## src/rtl/axi4_slv_mem.sv

```systemverilog
// AXI4 slave front-end. Turns AXI4 read/write bursts into a one-beat-at-a-time
// memory request/response handshake. One AXI transaction and one memory
// request are in flight at any time.

package axi4_slv_mem_pkg;

  localparam int unsigned axi_abits    = 48;
  localparam int unsigned axi_userbits = 1;
  localparam int unsigned axi_idbits   = 4;

  typedef struct packed {
    logic                    aw_valid;
    logic [axi_abits-1:0]    aw_addr;
    logic [7:0]              aw_len;
    logic [2:0]              aw_size;
    logic [1:0]              aw_burst;
    logic [axi_idbits-1:0]   aw_id;
    logic [axi_userbits-1:0] aw_user;
    logic                    w_valid;
    logic [63:0]             w_data;
    logic [7:0]              w_strb;
    logic                    w_last;
    logic                    b_ready;
    logic                    ar_valid;
    logic [axi_abits-1:0]    ar_addr;
    logic [7:0]              ar_len;
    logic [2:0]              ar_size;
    logic [1:0]              ar_burst;
    logic [axi_idbits-1:0]   ar_id;
    logic [axi_userbits-1:0] ar_user;
    logic                    r_ready;
  } axi4_slave_in_type;

  typedef struct packed {
    logic                    aw_ready;
    logic                    w_ready;
    logic                    b_valid;
    logic [1:0]              b_resp;
    logic [axi_idbits-1:0]   b_id;
    logic [axi_userbits-1:0] b_user;
    logic                    ar_ready;
    logic                    r_valid;
    logic [1:0]              r_resp;
    logic [63:0]             r_data;
    logic                    r_last;
    logic [axi_idbits-1:0]   r_id;
    logic [axi_userbits-1:0] r_user;
  } axi4_slave_out_type;

endpackage

// state  | meaning
// IDLE   | no transaction; AR (preferred) or AW may be accepted
// R_REQ  | read request presented to memory
// R_WAIT | read request accepted, waiting for memory response
// R_DATA | R beat presented on the bus, waiting for r_ready
// W_DATA | waiting for the next W beat
// W_REQ  | write request presented to memory
// W_RESP | write request accepted, waiting for memory response
// B_RESP | B response presented, waiting for b_ready
module axi4_slv_mem
  import axi4_slv_mem_pkg::*;
#(
  parameter int unsigned abits    = axi_abits,
  parameter int unsigned userbits = axi_userbits
) (
  input  logic               i_clk,
  input  logic               i_nrst,
  input  axi4_slave_in_type  i_xslvi,
  output axi4_slave_out_type o_xslvo,
  output logic               o_req_valid,
  input  logic               i_req_ready,
  output logic               o_req_write,
  output logic [abits-1:0]   o_req_addr,
  output logic [2:0]         o_req_size,
  output logic [63:0]        o_req_wdata,
  output logic [7:0]         o_req_wstrb,
  input  logic               i_resp_valid,
  input  logic [63:0]        i_resp_rdata,
  input  logic               i_resp_err
);

  typedef enum logic [2:0] {
    IDLE,
    R_REQ,
    R_WAIT,
    R_DATA,
    W_DATA,
    W_REQ,
    W_RESP,
    B_RESP
  } state_t;

  localparam logic [1:0] burst_fixed = 2'b00;
  localparam logic [1:0] burst_wrap  = 2'b10;
  localparam logic [1:0] resp_okay   = 2'b00;
  localparam logic [1:0] resp_slverr = 2'b10;

  state_t                  state;
  logic [abits-1:0]        addr_r;
  logic [7:0]              len_r;
  logic [2:0]              size_r;
  logic [1:0]              burst_r;
  logic [axi_idbits-1:0]   id_r;
  logic [userbits-1:0]     user_r;
  logic [7:0]              cnt_r;
  logic                    err_r;
  logic                    beat_err_r;
  logic [63:0]             rdata_r;
  logic [63:0]             wdata_r;
  logic [7:0]              wstrb_r;

  logic                    last_beat;
  logic [abits-1:0]        addr_nxt;

  // Beat address after the current one. INCR stays inside its 4 KB page;
  // WRAP keeps the upper bits and rolls the low bits inside the window.
  // The reserved burst code is handled like INCR.
  function automatic logic [abits-1:0] next_addr(
    input logic [abits-1:0] a,
    input logic [7:0]       len,
    input logic [2:0]       size,
    input logic [1:0]       burst
  );
    logic [abits-1:0] step;
    logic [abits-1:0] inc;
    logic [abits-1:0] mask;
    logic [16:0]      win;
    step = abits'(1) << size;
    inc  = a + step;
    win  = ({9'd0, len} + 17'd1) << size;
    mask = abits'(win - 17'd1);
    case (burst)
      burst_fixed: next_addr = a;
      burst_wrap:  next_addr = (a & ~mask) | (inc & mask);
      default:     next_addr = {a[abits-1:12], inc[11:0]};
    endcase
  endfunction

  assign last_beat = (cnt_r == 8'd0);
  assign addr_nxt  = next_addr(addr_r, len_r, size_r, burst_r);

  // Transaction FSM: accepts AR/AW, issues one memory request per beat,
  // and returns R beats or a single B response.
  always_ff @(posedge i_clk or negedge i_nrst) begin
    if (!i_nrst) begin
      state      <= IDLE;
      addr_r     <= '0;
      len_r      <= '0;
      size_r     <= '0;
      burst_r    <= '0;
      id_r       <= '0;
      user_r     <= '0;
      cnt_r      <= '0;
      err_r      <= 1'b0;
      beat_err_r <= 1'b0;
      rdata_r    <= '0;
      wdata_r    <= '0;
      wstrb_r    <= '0;
    end else begin
      case (state)
        IDLE: begin
          if (i_xslvi.ar_valid) begin
            addr_r     <= i_xslvi.ar_addr;
            len_r      <= i_xslvi.ar_len;
            size_r     <= i_xslvi.ar_size;
            burst_r    <= i_xslvi.ar_burst;
            id_r       <= i_xslvi.ar_id;
            user_r     <= i_xslvi.ar_user;
            cnt_r      <= i_xslvi.ar_len;
            err_r      <= 1'b0;
            beat_err_r <= 1'b0;
            state      <= R_REQ;
          end else if (i_xslvi.aw_valid) begin
            addr_r     <= i_xslvi.aw_addr;
            len_r      <= i_xslvi.aw_len;
            size_r     <= i_xslvi.aw_size;
            burst_r    <= i_xslvi.aw_burst;
            id_r       <= i_xslvi.aw_id;
            user_r     <= i_xslvi.aw_user;
            cnt_r      <= i_xslvi.aw_len;
            err_r      <= 1'b0;
            beat_err_r <= 1'b0;
            state      <= W_DATA;
          end
        end
        R_REQ: begin
          if (i_req_ready) begin
            state <= R_WAIT;
          end
        end
        R_WAIT: begin
          if (i_resp_valid) begin
            rdata_r    <= i_resp_rdata;
            beat_err_r <= i_resp_err;
            state      <= R_DATA;
          end
        end
        R_DATA: begin
          if (i_xslvi.r_ready) begin
            if (last_beat) begin
              state <= IDLE;
            end else begin
              addr_r <= addr_nxt;
              cnt_r  <= cnt_r - 8'd1;
              state  <= R_REQ;
            end
          end
        end
        W_DATA: begin
          if (i_xslvi.w_valid) begin
            wdata_r <= i_xslvi.w_data;
            wstrb_r <= i_xslvi.w_strb;
            // Beat counting follows cnt; a misplaced w_last only flags the error.
            if (i_xslvi.w_last != last_beat) begin
              err_r <= 1'b1;
            end
            state <= W_REQ;
          end
        end
        W_REQ: begin
          if (i_req_ready) begin
            state <= W_RESP;
          end
        end
        W_RESP: begin
          if (i_resp_valid) begin
            err_r <= err_r | i_resp_err;
            if (last_beat) begin
              state <= B_RESP;
            end else begin
              addr_r <= addr_nxt;
              cnt_r  <= cnt_r - 8'd1;
              state  <= W_DATA;
            end
          end
        end
        B_RESP: begin
          if (i_xslvi.b_ready) begin
            state <= IDLE;
          end
        end
        default: state <= IDLE;
      endcase
    end
  end

  // Memory request fields come straight from the beat registers, so they
  // hold while a request is stalled.
  always_comb begin
    o_req_valid = (state == R_REQ) || (state == W_REQ);
    o_req_write = (state == W_REQ);
    o_req_addr  = addr_r;
    o_req_size  = size_r;
    o_req_wdata = wdata_r;
    o_req_wstrb = wstrb_r;
  end

  // AXI outputs decoded from the state register; reads win over writes.
  always_comb begin
    o_xslvo          = '0;
    o_xslvo.ar_ready = (state == IDLE);
    o_xslvo.aw_ready = (state == IDLE) && !i_xslvi.ar_valid;
    o_xslvo.w_ready  = (state == W_DATA);
    if (state == R_DATA) begin
      o_xslvo.r_valid = 1'b1;
      o_xslvo.r_data  = rdata_r;
      o_xslvo.r_id    = id_r;
      o_xslvo.r_user  = user_r;
      o_xslvo.r_last  = last_beat;
      o_xslvo.r_resp  = beat_err_r ? resp_slverr : resp_okay;
    end
    if (state == B_RESP) begin
      o_xslvo.b_valid = 1'b1;
      o_xslvo.b_id    = id_r;
      o_xslvo.b_user  = user_r;
      o_xslvo.b_resp  = err_r ? resp_slverr : resp_okay;
    end
  end

endmodule

```

## config.mk

```make
export PLATFORM = sky130hd
export DESIGN_NAME = axi4_slv_mem
export DESIGN_NICKNAME = d
export VERILOG_FILES = /design/src/rtl/axi4_slv_mem.sv
export SDC_FILE = /design/constraint.sdc
export NUM_CORES = 1
export LEC_CHECK = 0
export ABC_AREA = 1
export CORE_AREA = 3 3 186 188
export CTS_CLUSTER_DIAMETER = 120
export DETAILED_ROUTE_END_ITERATION = 12
export DIE_AREA = 0 0 189 191
export PLACE_DENSITY = 0.79
export SYNTH_ARGS = -nofsm -noshare
export SYNTH_HDL_FRONTEND = slang
export SYNTH_SLANG_ARGS = --single-unit
```

## constraint.sdc

```tcl
create_clock -name i_clk -period 7.83 [get_ports i_clk]
set_input_delay 1.566 -clock i_clk [delete_from_list [all_inputs] [get_ports i_clk]]
set_output_delay 1.566 -clock i_clk [all_outputs]
set_load 0.1 [all_outputs]
```

## Yosys cells after proc, flatten, opt, wreduce, memory -nomap -nowiden

Index checks and enable logic that the tools add are counted.

| cells by class | value |
|---|---|
| mux-type cells | 45 |
| bitwise operators | 5 |
| reductions and logical operators | 17 |
| equality and inequality tests | 18 |
| shifts and indexed selects | 2 |
| add/subtract/negate cells | 4 |

Operator list:

| cell | count |
|---|---|
| 2-to-1 mux 48 bit | 5 |
| one-hot mux 48 bit (3 select lines) | 1 |
| AND 48 bit | 2 |
| one-hot mux 48 bit (2 select lines) | 1 |
| 2-to-1 mux 73 bit | 1 |
| adder 48 bit | 1 |
| 2-to-1 mux 8 bit | 6 |
| NOT 48 bit | 1 |
| OR 48 bit | 1 |
| left shift 1 x 3 -> 48 bit, first input constant | 1 |
| 2-to-1 mux 3 bit | 11 |
| one-hot mux 3 bit (8 select lines) | 1 |
| one-hot mux 8 bit (3 select lines) | 1 |
| subtractor 17 x 1 -> 18 bit, second input constant | 1 |
| left shift 9 x 3 -> 17 bit | 1 |
| != test 2 bit, second input constant | 7 |
| == test 3 bit, second input constant | 4 |
| 2-to-1 mux 2 bit | 5 |
| adder 8 x 1 -> 9 bit, second input constant | 1 |
| 2-to-1 mux 1 bit | 9 |
| zero test 8 bit | 1 |
| 2-to-1 mux 4 bit | 2 |
| AND reduction 8 bit | 1 |
| subtractor 8 x 1 -> 8 bit, second input constant | 1 |
| other kinds (20) | 25 |

| word-level totals | value |
|---|---|
| logic and storage cells | 104 |
| input bits | 279 |
| flip-flop bits (word level) | 215 |

## Depth between registers and ports, before layout

Gate-level depths: netlist of run 1.

| logic depth | value |
|---|---|
| depth in word-level cells | 10 |
| mapped depth | 20 |

## Least setup slack after synthesis of run 1

OpenSTA, ideal clock, no wires.

| timing | value |
|---|---|
| path kind | reg-to-output |
| from | register state[1] |
| to | output o_xslvo[0] (netlist name) |
| buffers on the path | 1 |
| cell stages (with the launch flop) | 6 |
| path slack | 2.631 ns |
| arrival time | 3.633 ns |
| cell sequence | dfrtp_1 -> nand2_1 -> nor2_1 -> inv_2 -> clkbuf_1 -> nor2_1 |

RTL lines:

| what | RTL line | source |
|---|---|---|
| from (decl) | 99 | `state_t state;` |
| from (signal assigned) | 147 | `state <= IDLE;` |
| from (signal assigned) | 173 | `state <= R_REQ;` |
| from (signal assigned) | 184 | `state <= W_DATA;` |
| to (decl) | 70 | `output axi4_slave_out_type o_xslvo,` |

==> results.md, run 1 <==
* # fillers at 3050
* Post-synthesis mux area share at 0.0630
* Routability congestion estimate from global placement at 1.02
* Post-Place Setup Slack at 2.86 ns
* Initial core utilization at 0.397
* Synth Area in Simple Gates at 0.295
* Avg Synthesized Cell Area at 7.34 sq um
* Largest delay share family, worst path: buffers and inverters
* Complex-gate fraction of the synthesized area at 0.119
* Status: completed
* Nets@finish at ~2500
* Worst Clk Skew at 0.0175 ns
* Crit path time final at 4.96 ns
* Post-CTS setup buffer count at 0
* Number of global-route vias before repair at 13700
* Crit-path cells: nand2_1 -> nor2_1 -> inv_2 -> nor2_1 -> clkdlybuf4s50_1
* Final hold violation count at 0
* Fraction of synthesized cell area in xor and xnor cells at 0.0139
* Max-slew violation count at 0
* Post-Route WL at 50600 microns
* Crit-path max FO at 73
* Number of unique standard cell types used by synthesis at 56
* Initial antenna violation count at 5
* Die H at 191 microns
* IO buf count at 485
* CP max-delay cell: clkdlybuf4s50_1
* Largest net degree at the start of global routing at 130
* IO Pins at 488
* Synth warn at 0
* Crit path capture type: output pin
* Critical path data required time at 6.26 ns
* Final setup fails at 0
* Grt ovf at 0
* Worst setup path class: reg2out
* FP Rows at 67
* Antenna Nets Post-Route at 0
* Core area at 0.0333 sq mm
* Cell mode on critical path: nor2_1
* Vias at approximately 14000
* Area grow syn2layout at 45.6%
* CTS tree: built
* Post-CTS sizing at 0
* Mapped cell area at 0.0132 sq mm
* Adder-cell area share of the yosys netlist at 0.0119
* Post-synth EDFFs at 0
* RSZ-0062 raised after global routing: false
* Hold buffers post-CTS at 0
* Synth Instances at 1799
* Avg WL per Cell at around 19 microns
* Clk root buf: clkbuf_16
* Worst slew pin tran at roughly 1.2 ns
* WP data arrival at 3.40 ns
* Async set or reset register ratio after synthesis at 1.00
* CTS buffer count at 26
* Non-filler cells, final at roughly 2700
* Mean number of vias per cell at 5.14
* Die width at 189 microns
* Clock sink count at 215
* Max Cap Violations at 0
* Main synth FF type: dfrtp_1
* Share of layout cells above drive strength 1 at 0.0810
* Peak Freq at between 200 and 250 MHz
* Max incr delay on CP at approximately 1.2 ns
* Gr usage total at 0.267
* Seq cells post-synth at 215
* Final HPWL from detailed placement at 39100 microns
* Sequential share of the synthesized area at 0.408
* Longest Clk Path Bufs at 3
* Max-Slew Margin vs Limit at 0.175
* Fin crit share at 0.634
* Largest family of logic cells by synthesized area: simple AND/OR/NAND/NOR gates
* Setup ws final at 2.87 ns
* Skew-Pair Late Insertion Delay at around 0.55 ns
* Drt pass-1 iters at 5
* Worst Path Buf+Inv at 2
* DIE AREA at 0.0361 sq mm
* First DRT Iteration DRCs at between 900 and 1000
* Placed Cells at roughly 2700
* Startpoint types: flip-flop
* First-pass GRT wire length at 76300 microns
* Reg clk slew, reported paths at 0.06 ns
* H-tree depth at 1
* Setup TNS at 0 ns
* HP Class: reg2reg
* DR DRC count at 0
-- sequential cells by signal (all words and copies together), names as in the netlist, named ones only --
| name | count |
|---|---|
| len_r | 8 |
| id_r | 4 |
| o_req_addr | 36 |
| o_req_wdata | 64 |
| cnt_r | 8 |
| o_req_wstrb | 8 |
| user_r | 1 |
| burst_r | 2 |
| o_req_size | 3 |
| err_r | 1 |
| state | 3 |
| beat_err_r | 1 |
| rdata_r | 64 |
-- per-stage QoR --
step,util,area (sq um),hold WS [ns]
floorplan,-,13200,0.452
global placement,0.551,18300,0.468
detailed placement,0.551,18300,0.473
CTS,0.577,19200,0.488
global route,0.577,19200,0.515
finish,0.577,19200,0.486
-- worst reg2reg max path, stage by stage, from the launching register on --
cell      delay [ns]
dfrtp_1         0.62
inv_1           0.42
nand2_1         0.17
nor2_1          0.18
inv_1           0.08
fa_1            0.49
o21ai_1         0.18
a21oi_1         0.13
o21ai_2         0.32
nand2_1         0.18
nor2_1          0.28
nand2_1         0.11
inv_1           0.09
nand2_1         0.09
nor2_1          0.26
nand2_1         0.09
nand2_1         0.06
nand3_1         0.06
a21boi_1        0.17
-- synthesized netlist by cell type (13+ instances only) --
master | n | area share
nor2_1 | 279 | 0.079
xor2_1 | 18 | 0.012
inv_1 | 211 | 0.060
clkbuf_1 | 56 | 0.016
a21oi_1 | 127 | 0.048
dfrtp_1 | 215 | 0.41
buf_2 | 14 | 0.0053
nand3_1 | 125 | 0.047
mux2_2 | 72 | 0.061
nor3_1 | 23 | 0.0087
nand2_1 | 387 | 0.11
o21ai_1 | 15 | 0.0057
o21ai_0 | 58 | 0.022
a21boi_1 | 13 | 0.0074
nand4_1 | 34 | 0.016
a22oi_1 | 16 | 0.0091
-- layout make-up --
class	count	area [sq um]	area share
Antenna cell	3	7.51	0.000391
Clock buffer	38	746	0.0388
Clock inverter	9	120	0.00625
Inverter	219	822	0.0428
Multi-Input combinational cell	1284	6670	0.347
Sequential cell	215	5380	0.280
Tap cell	448	561	0.0292
Timing Repair Buffer	493	4910	0.256
-- final timing paths --
check                                    from                    endpoint  slack, ns  cells past startpoint
worst max-delay path                 state[1]                 o_xslvo[60]       2.87                      5
worst min-delay path                  id_r[0]                     id_r[0]       0.49                      2
worst max register to register  o_req_size[1]              o_req_addr[38]       3.81                     18
worst min register to register        id_r[0]                     id_r[0]       0.49                      2
max in group asynchronous              i_nrst                 rdata_r[31]       5.36                      2
min in group asynchronous              i_nrst  asynchronous set/reset pin       0.99                      1
-- placed cells by master, fill, tap and decap left out, drive strengths merged, types with 4 or more instances in the layout --
master | Yosys | final
mux2 | 72 | 72
clkbuf | 56 | 38
xor2 | 18 | 18
ha | 11 | 11
dfrtp | 215 | 215
a21boi | 16 | 16
a22oi | 19 | 19
clkdlybuf4s50 | 0 | 483
o221ai | 4 | 4
o21bai | 4 | 4
nand2 | 399 | 399
clkinv | 0 | 7
o21ai | 76 | 76
a21oi | 127 | 127
nand3 | 134 | 134
o211ai | 4 | 4
inv | 219 | 219
or2 | 4 | 4
nand4 | 34 | 34
nor4 | 8 | 8
nor2 | 294 | 294
nor3 | 25 | 25
o31ai | 11 | 11
buf | 26 | 10
-- layer usage --
metal | up-vias | global-route usage | share of wire
met5 | - | 0 | 0.00093
met4 | 6 | 0.0974 | 0.040
met3 | 103 | 0.0732 | 0.083
met2 | 554 | 0.507 | 0.52
met1 | 6557 | 0.282 | 0.35
li1 | 6696 | - | -
-- cell families after synthesis --
family / after synthesis
and+or+nand+nor: 903
buffers and inverters: 301
AOI/OAI and AO/OA: 272
DFF: 215
muxes: 74
xor gates and xnor gates: 21
adders and majority gates: 12
other: 1
Power of run 1 is left out: the tool's default activity adds up to more than one toggle a clock period on the data nets, which glitch-free logic cannot reach.
==> inputs of run 2 (changes only) <==
==> constraint.sdc (replaced) <==
create_clock -name i_clk -period 4.8 [get_ports i_clk]
set_input_delay 0.96 -clock i_clk [delete_from_list [all_inputs] [get_ports i_clk]]
set_output_delay 0.96 -clock i_clk [all_outputs]
set_load 0.1 [all_outputs]
==> run 2 against run 1 <==
Compared with the run above:
- routed wire length up 1.5%
- sequential cell count unchanged
- global-route usage up 0.72 points
- critical path type is now reg2reg
- sequential share of layout area up 0.12 points
==> results.md, run 2 (same netlist as run 1, synthesis figures left out) <==
* Status: completed
* Max-Slew Margin vs Limit at 0.229
* Crit path time final at 3.94 ns
* Clk root buf: clkbuf_16
* Fin crit share at 0.822
* First DRT Iteration DRCs at just under 900
* Reg2reg setup slack at 0.86 ns
* Worst R2R Start: o_req_size[1]
* Initial antenna violation count at 5
* Routability congestion estimate from global placement at 1.01
* Largest delay share family, worst path: simple AND/OR/NAND/NOR gates
* Max-slew violation count at 0
* Final hold violation count at 0
* IO buf count at a little under 500
* CP max-delay cell: dfrtp_1
* Drt pass-1 iters at 5
* Largest net degree at the start of global routing at 122
* Final setup fails at 0
* Grt ovf at 0
* CTS buffer count at 27
* Reg clk slew, reported paths at around 0.060 ns
* Critical Path Start: o_req_size[1]
* Antenna Nets Post-Route at 0
* Die width at between 150 and 200 microns
* DIE AREA at 0.0361 sq mm
* CTS tree: built
* Critical path data required time at 5.27 ns
* Worst slew pin tran at 1.15 ns
* Skew-Pair Late Insertion Delay at 0.54 ns
* Share of layout cells above drive strength 1 at 0.117
* Post-CTS setup buffer count at 0
* Worst Clk Skew at 0.00791 ns
* Number of global-route vias before repair at 14100
* Max Cap Violations at 0
* Hold buffers post-CTS at 0
* Worst Path Buf+Inv at 3
* Vias at 14000
* Most common cell after layout, fill and taps aside: clkdlybuf4s50_1
* RR Endpoint: o_req_addr[38]
* RSZ-0062 raised after global routing: false
* Worst Setup EP: o_req_addr[38]
* Area grow syn2layout at 45.0%
* Crit-path cells: inv_1 -> nand2_1 -> nor2_1 -> inv_1 -> fa_1 -> o21ai_1 -> a21oi_1 -> o21ai_2 -> nand2_1 -> nor2_1 -> nand2_1 -> inv_1 -> nand2_1 -> nor2_1 -> nand2_1 -> nand2_1 -> nand3_1 -> a21boi_1
* Crit. path cell count at 18
* Crit-path max FO at 20
* Peak Freq at 254 MHz
* Post-Route WL at approximately 50000 microns
* R2R depth at 18
* Cell mode on critical path: nand2_1
* Most frequent cells in the layout: 411 x clkdlybuf4s50_1, 385 x nand2_1, 278 x nor2_1, 215 x dfrtp_1, 210 x inv_1
* WP data arrival at approximately 4.4 ns
* Longest Clk Path Bufs at 3
* Clock sink count at 215
* Setup TNS at 0 ns
* Crit path capture type: flip-flop
* Post-CTS sizing at 0
* Die H at 191 microns
* First-pass GRT wire length at just under 80000 microns
* Final HPWL from detailed placement at 39600 microns
* Avg WL per Cell at roughly 19 microns
* Nets@finish at 2537
* HP Class: reg2reg
* Mean number of vias per cell at 5.16
* DR DRC count at 0
* Max incr delay on CP at about 0.61 ns
* Gr usage total at 0.274
* Startpoint types: flip-flop
* FP Rows at between 60 and 70
* H-tree depth at 1
* Core area at 0.0333 sq mm
* IO Pins at 488
* Initial core utilization at 0.397
* Worst setup path class: reg2reg
[run 2: cell count changes in the layout (fill, tap and decap cells not counted), sizes merged]
cell	change
clkinv	-4
clkdlybuf4s50	-72
inv	+2
clkinvlp	+2
buf	+78
[run 2: layout make-up]
| cell class | instances | area (sq um) |
|---|---|---|
| fillers | 3048 | 14100 |
| multi-input cells | 1284 | 6670 |
| flip-flops and latches | 215 | 5380 |
| repair buffers | 499 | 4790 |
| inverters | 219 | 822 |
| clock buffers | 38 | 787 |
| well taps | 448 | 561 |
| clock inverters | 9 | 123 |
| diodes | 3 | 7.51 |
[run 2: per-layer routing]
layer / global-route usage / part of all wire
met2: 0.517 / 0.52
met1: 0.289 / 0.36
met4: 0.107 / 0.044
met3: 0.0759 / 0.079
met5: 0 / 0.00084
[run 2: worst min path at each step]
stage	start	endpoint	cells past startpoint
5_1_grt	id_r[0]	id_r[0]	2
3_3_place_gp	id_r[0]	id_r[0]	2
3_5_place_dp	id_r[2]	id_r[2]	2
6_report	id_r[0]	id_r[0]	2
4_1_cts	id_r[2]	id_r[2]	2
2_1_floorplan	id_r[0]	id_r[0]	2
[run 2: per-stage QoR]
stage / cells / area [sq um] / util / hold slack, ns / worst slack [ns]
floorplan: 1800 / 13200 / - / 0.452 / 0.207
global placement: 2665 / 18200 / 0.548 / 0.467 / 1.09
detailed placement: 2665 / 18200 / 0.548 / 0.474 / 0.916
CTS: 2712 / 19100 / 0.575 / 0.489 / 0.908
global route: 2713 / 19100 / 0.575 / 0.514 / 0.431
finish: 2715 / 19100 / 0.575 / 0.485 / 0.856
[run 2: worst register-to-register path: stages (launching register included)]
cell and delay [ns]:
dfrtp_1 0.61, inv_1 0.40, nand2_1 0.14, nor2_1 0.20, inv_1 0.09, fa_1 0.50
o21ai_1 0.18, a21oi_1 0.13, o21ai_2 0.31, nand2_1 0.18, nor2_1 0.30, nand2_1 0.13
inv_1 0.09, nand2_1 0.06, nor2_1 0.20, nand2_1 0.08, nand2_1 0.06, nand3_1 0.07
a21boi_1 0.15
Power of run 2 is left out for the same reason.
==> inputs of run 3 (changes only) <==
--- a/config.mk
+++ b/config.mk
@@ -6,11 +6,11 @@
 export NUM_CORES = 1
 export LEC_CHECK = 0
 export ABC_AREA = 1
-export CORE_AREA = 3 3 186 188
+export CORE_AREA = 3 3 189 191
 export CTS_CLUSTER_DIAMETER = 120
 export DETAILED_ROUTE_END_ITERATION = 12
-export DIE_AREA = 0 0 189 191
-export PLACE_DENSITY = 0.79
+export DIE_AREA = 0 0 192 194
+export PLACE_DENSITY = 0.8
 export SYNTH_ARGS = -nofsm -noshare
 export SYNTH_HDL_FRONTEND = slang
 export SYNTH_SLANG_ARGS = --single-unit
==> constraint.sdc (replaced) <==
create_clock -name i_clk -period 3.6 [get_ports i_clk]
set_input_delay 0.72 -clock i_clk [delete_from_list [all_inputs] [get_ports i_clk]]
set_output_delay 0.72 -clock i_clk [all_outputs]
set_load 0.1 [all_outputs]
==> run 3 against run 2 <==
Compared with the run above:
- clock skew down 0.0015 ns
- via count up 0.31%
- routed wire length down 0.28%
- critical path depth down 9
- worst setup slack worse by 0.52 ns
- die area up 3.2%
- non-clock buffer count up 18
- register-to-register slack worse by 0.49 ns
- cell area up 1.1%
==> results.md, run 3 (same netlist as run 1, synthesis figures left out) <==
* Die width at 192 microns
* Final hold violation count at 0
* Hold buffers post-CTS at 0
* Post-CTS sizing at 0
* Worst R2R Start: o_req_size[2]
* Avg WL per Cell at approximately 19 microns
* Initial antenna violation count at 3
* Antenna Nets Post-Route at 0
* Routability congestion estimate from global placement at 0.955
* Clock sink count at 215
* Startpoint types: flip-flop
* First-pass GRT wire length at 77700 microns
* Crit path time final at 3.26 ns
* Max-slew violation count at 0
* Post-CTS setup buffer count at 0
* RR Endpoint: o_req_addr[35]
* Skew-Pair Late Insertion Delay at 0.53 ns
* Fin crit share at 0.906
* Share of layout cells above drive strength 1 at 0.179
* Final setup fails at 0
* Critical path data required time at 2.88 ns
* Nets@finish at between 2000 and 3000
* Setup TNS at 0 ns
* Final HPWL from detailed placement at ~40000 microns
* FP Rows at 68
* CTS buffer count at 26
* Initial core utilization at 0.385
* Max-Slew Margin vs Limit at 0.300
* Longest Clk Path Bufs at 3
* Reg2reg setup slack at roughly 0.37 ns
* Vias at 14100
* Antenna Cells at 0
* Post-Place Setup Slack at 0.366 ns
* Mean number of vias per cell at 5.14
* # fillers at 3121
* IO Pins at 488
* Most common cell after layout, fill and taps aside: nand2_1
* Placed Cells at 2690
* Gr usage total at 0.264
* Grt ovf at 0
* Die H at 194 microns
* Post-DP Area at 0.0185 sq mm
* First DRT Iteration DRCs at 869
* Core area at 0.0343 sq mm
* Crit-path max FO at 5
* Setup ws final at 0.338 ns
* Worst slew pin tran at 1.05 ns
* Largest net degree at the start of global routing at 99
* Peak Freq at 307 MHz
* DIE AREA at between 0.03 and 0.04 sq mm
* Drt pass-1 iters at 5
* Non-filler cells, final at 2735
* Worst Clk Skew at approximately 0.0064 ns
* Post-Route WL at ~51000 microns
* Status: completed
* DR DRC count at 0
* Most frequent cells in the layout: 385 x nand2_1, 362 x clkdlybuf4s50_1, 215 x dfrtp_1, 210 x inv_1, 200 x nor2_1
* Worst setup path class: reg2out
* HP Class: in2async
* H-tree depth at 1
* Max Cap Violations at 0
* Crit path capture type: output pin
* Finished Cell Area at 0.0193 sq mm
* R2R depth at 19
* CTS tree: built
* Area grow syn2layout at 46.6%
* Clk root buf: clkbuf_16
* IO buf count at 485
* WP data arrival at 2.54 ns
* Reg clk slew, reported paths at 0.06 ns
* Number of global-route vias before repair at 13700
==> run 3: worst max-delay path by stage <==
stage / start / endpoint / slack, ns / cells past startpoint
after detailed placement: o_req_size[2] / o_req_addr[35] / 0.37 / 18
final: cnt_r[0] / o_xslvo[5] / 0.34 / 9
after floorplan: state[1] / o_xslvo[74] / -0.32 / 4
after global placement: o_req_size[0] / o_req_addr[38] / 0.48 / 17
after CTS: o_req_size[2] / o_req_addr[35] / 0.33 / 18
after global routing: o_req_size[2] / o_req_addr[35] / -0.0004 / 19
==> run 3: stage by stage <==
| step | hold slack, ns | util |
|---|---|---|
| global placement | 0.469 | 0.539 |
| finish | 0.251 | 0.564 |
| floorplan | 0.424 | - |
| detailed placement | 0.482 | 0.539 |
| CTS | 0.274 | 0.564 |
| global route | 0.282 | 0.564 |
==> run 3: final cells by class <==
type | instances | area, sq um | share of cell area
sequential | 215 | 5380 | 0.278
clock inverter | 11 | 110 | 0.00569
tap | 455 | 569 | 0.0294
clock buffer | 34 | 742 | 0.0384
inverter | 219 | 825 | 0.0426
timing repair buffer | 517 | 4850 | 0.251
multi-input combinational | 1284 | 6860 | 0.355
==> run 3: metal layers <==
metal,global-route usage,part of all wire,wire length [microns],vias up
met5,0,0.00045,23,-
met4,0.0766,0.034,1740,6
met3,0.0617,0.084,4280,95
met2,0.465,0.49,25300,570
met1,0.321,0.39,19900,6632
li1,-,-,-,6752
==> run 3: worst max-delay path, cell delays in order (launching register included) <==
cell     delay (ns)
dfrtp_1        0.37
inv_1          0.09
ha_1           0.19
inv_1          0.06
nor4_1         0.44
nand2_1        0.09
nor2_1         0.17
nand2_1        0.17
nor2_1         0.12
buf_4          0.30
Power of run 3 is left out for the same reason.
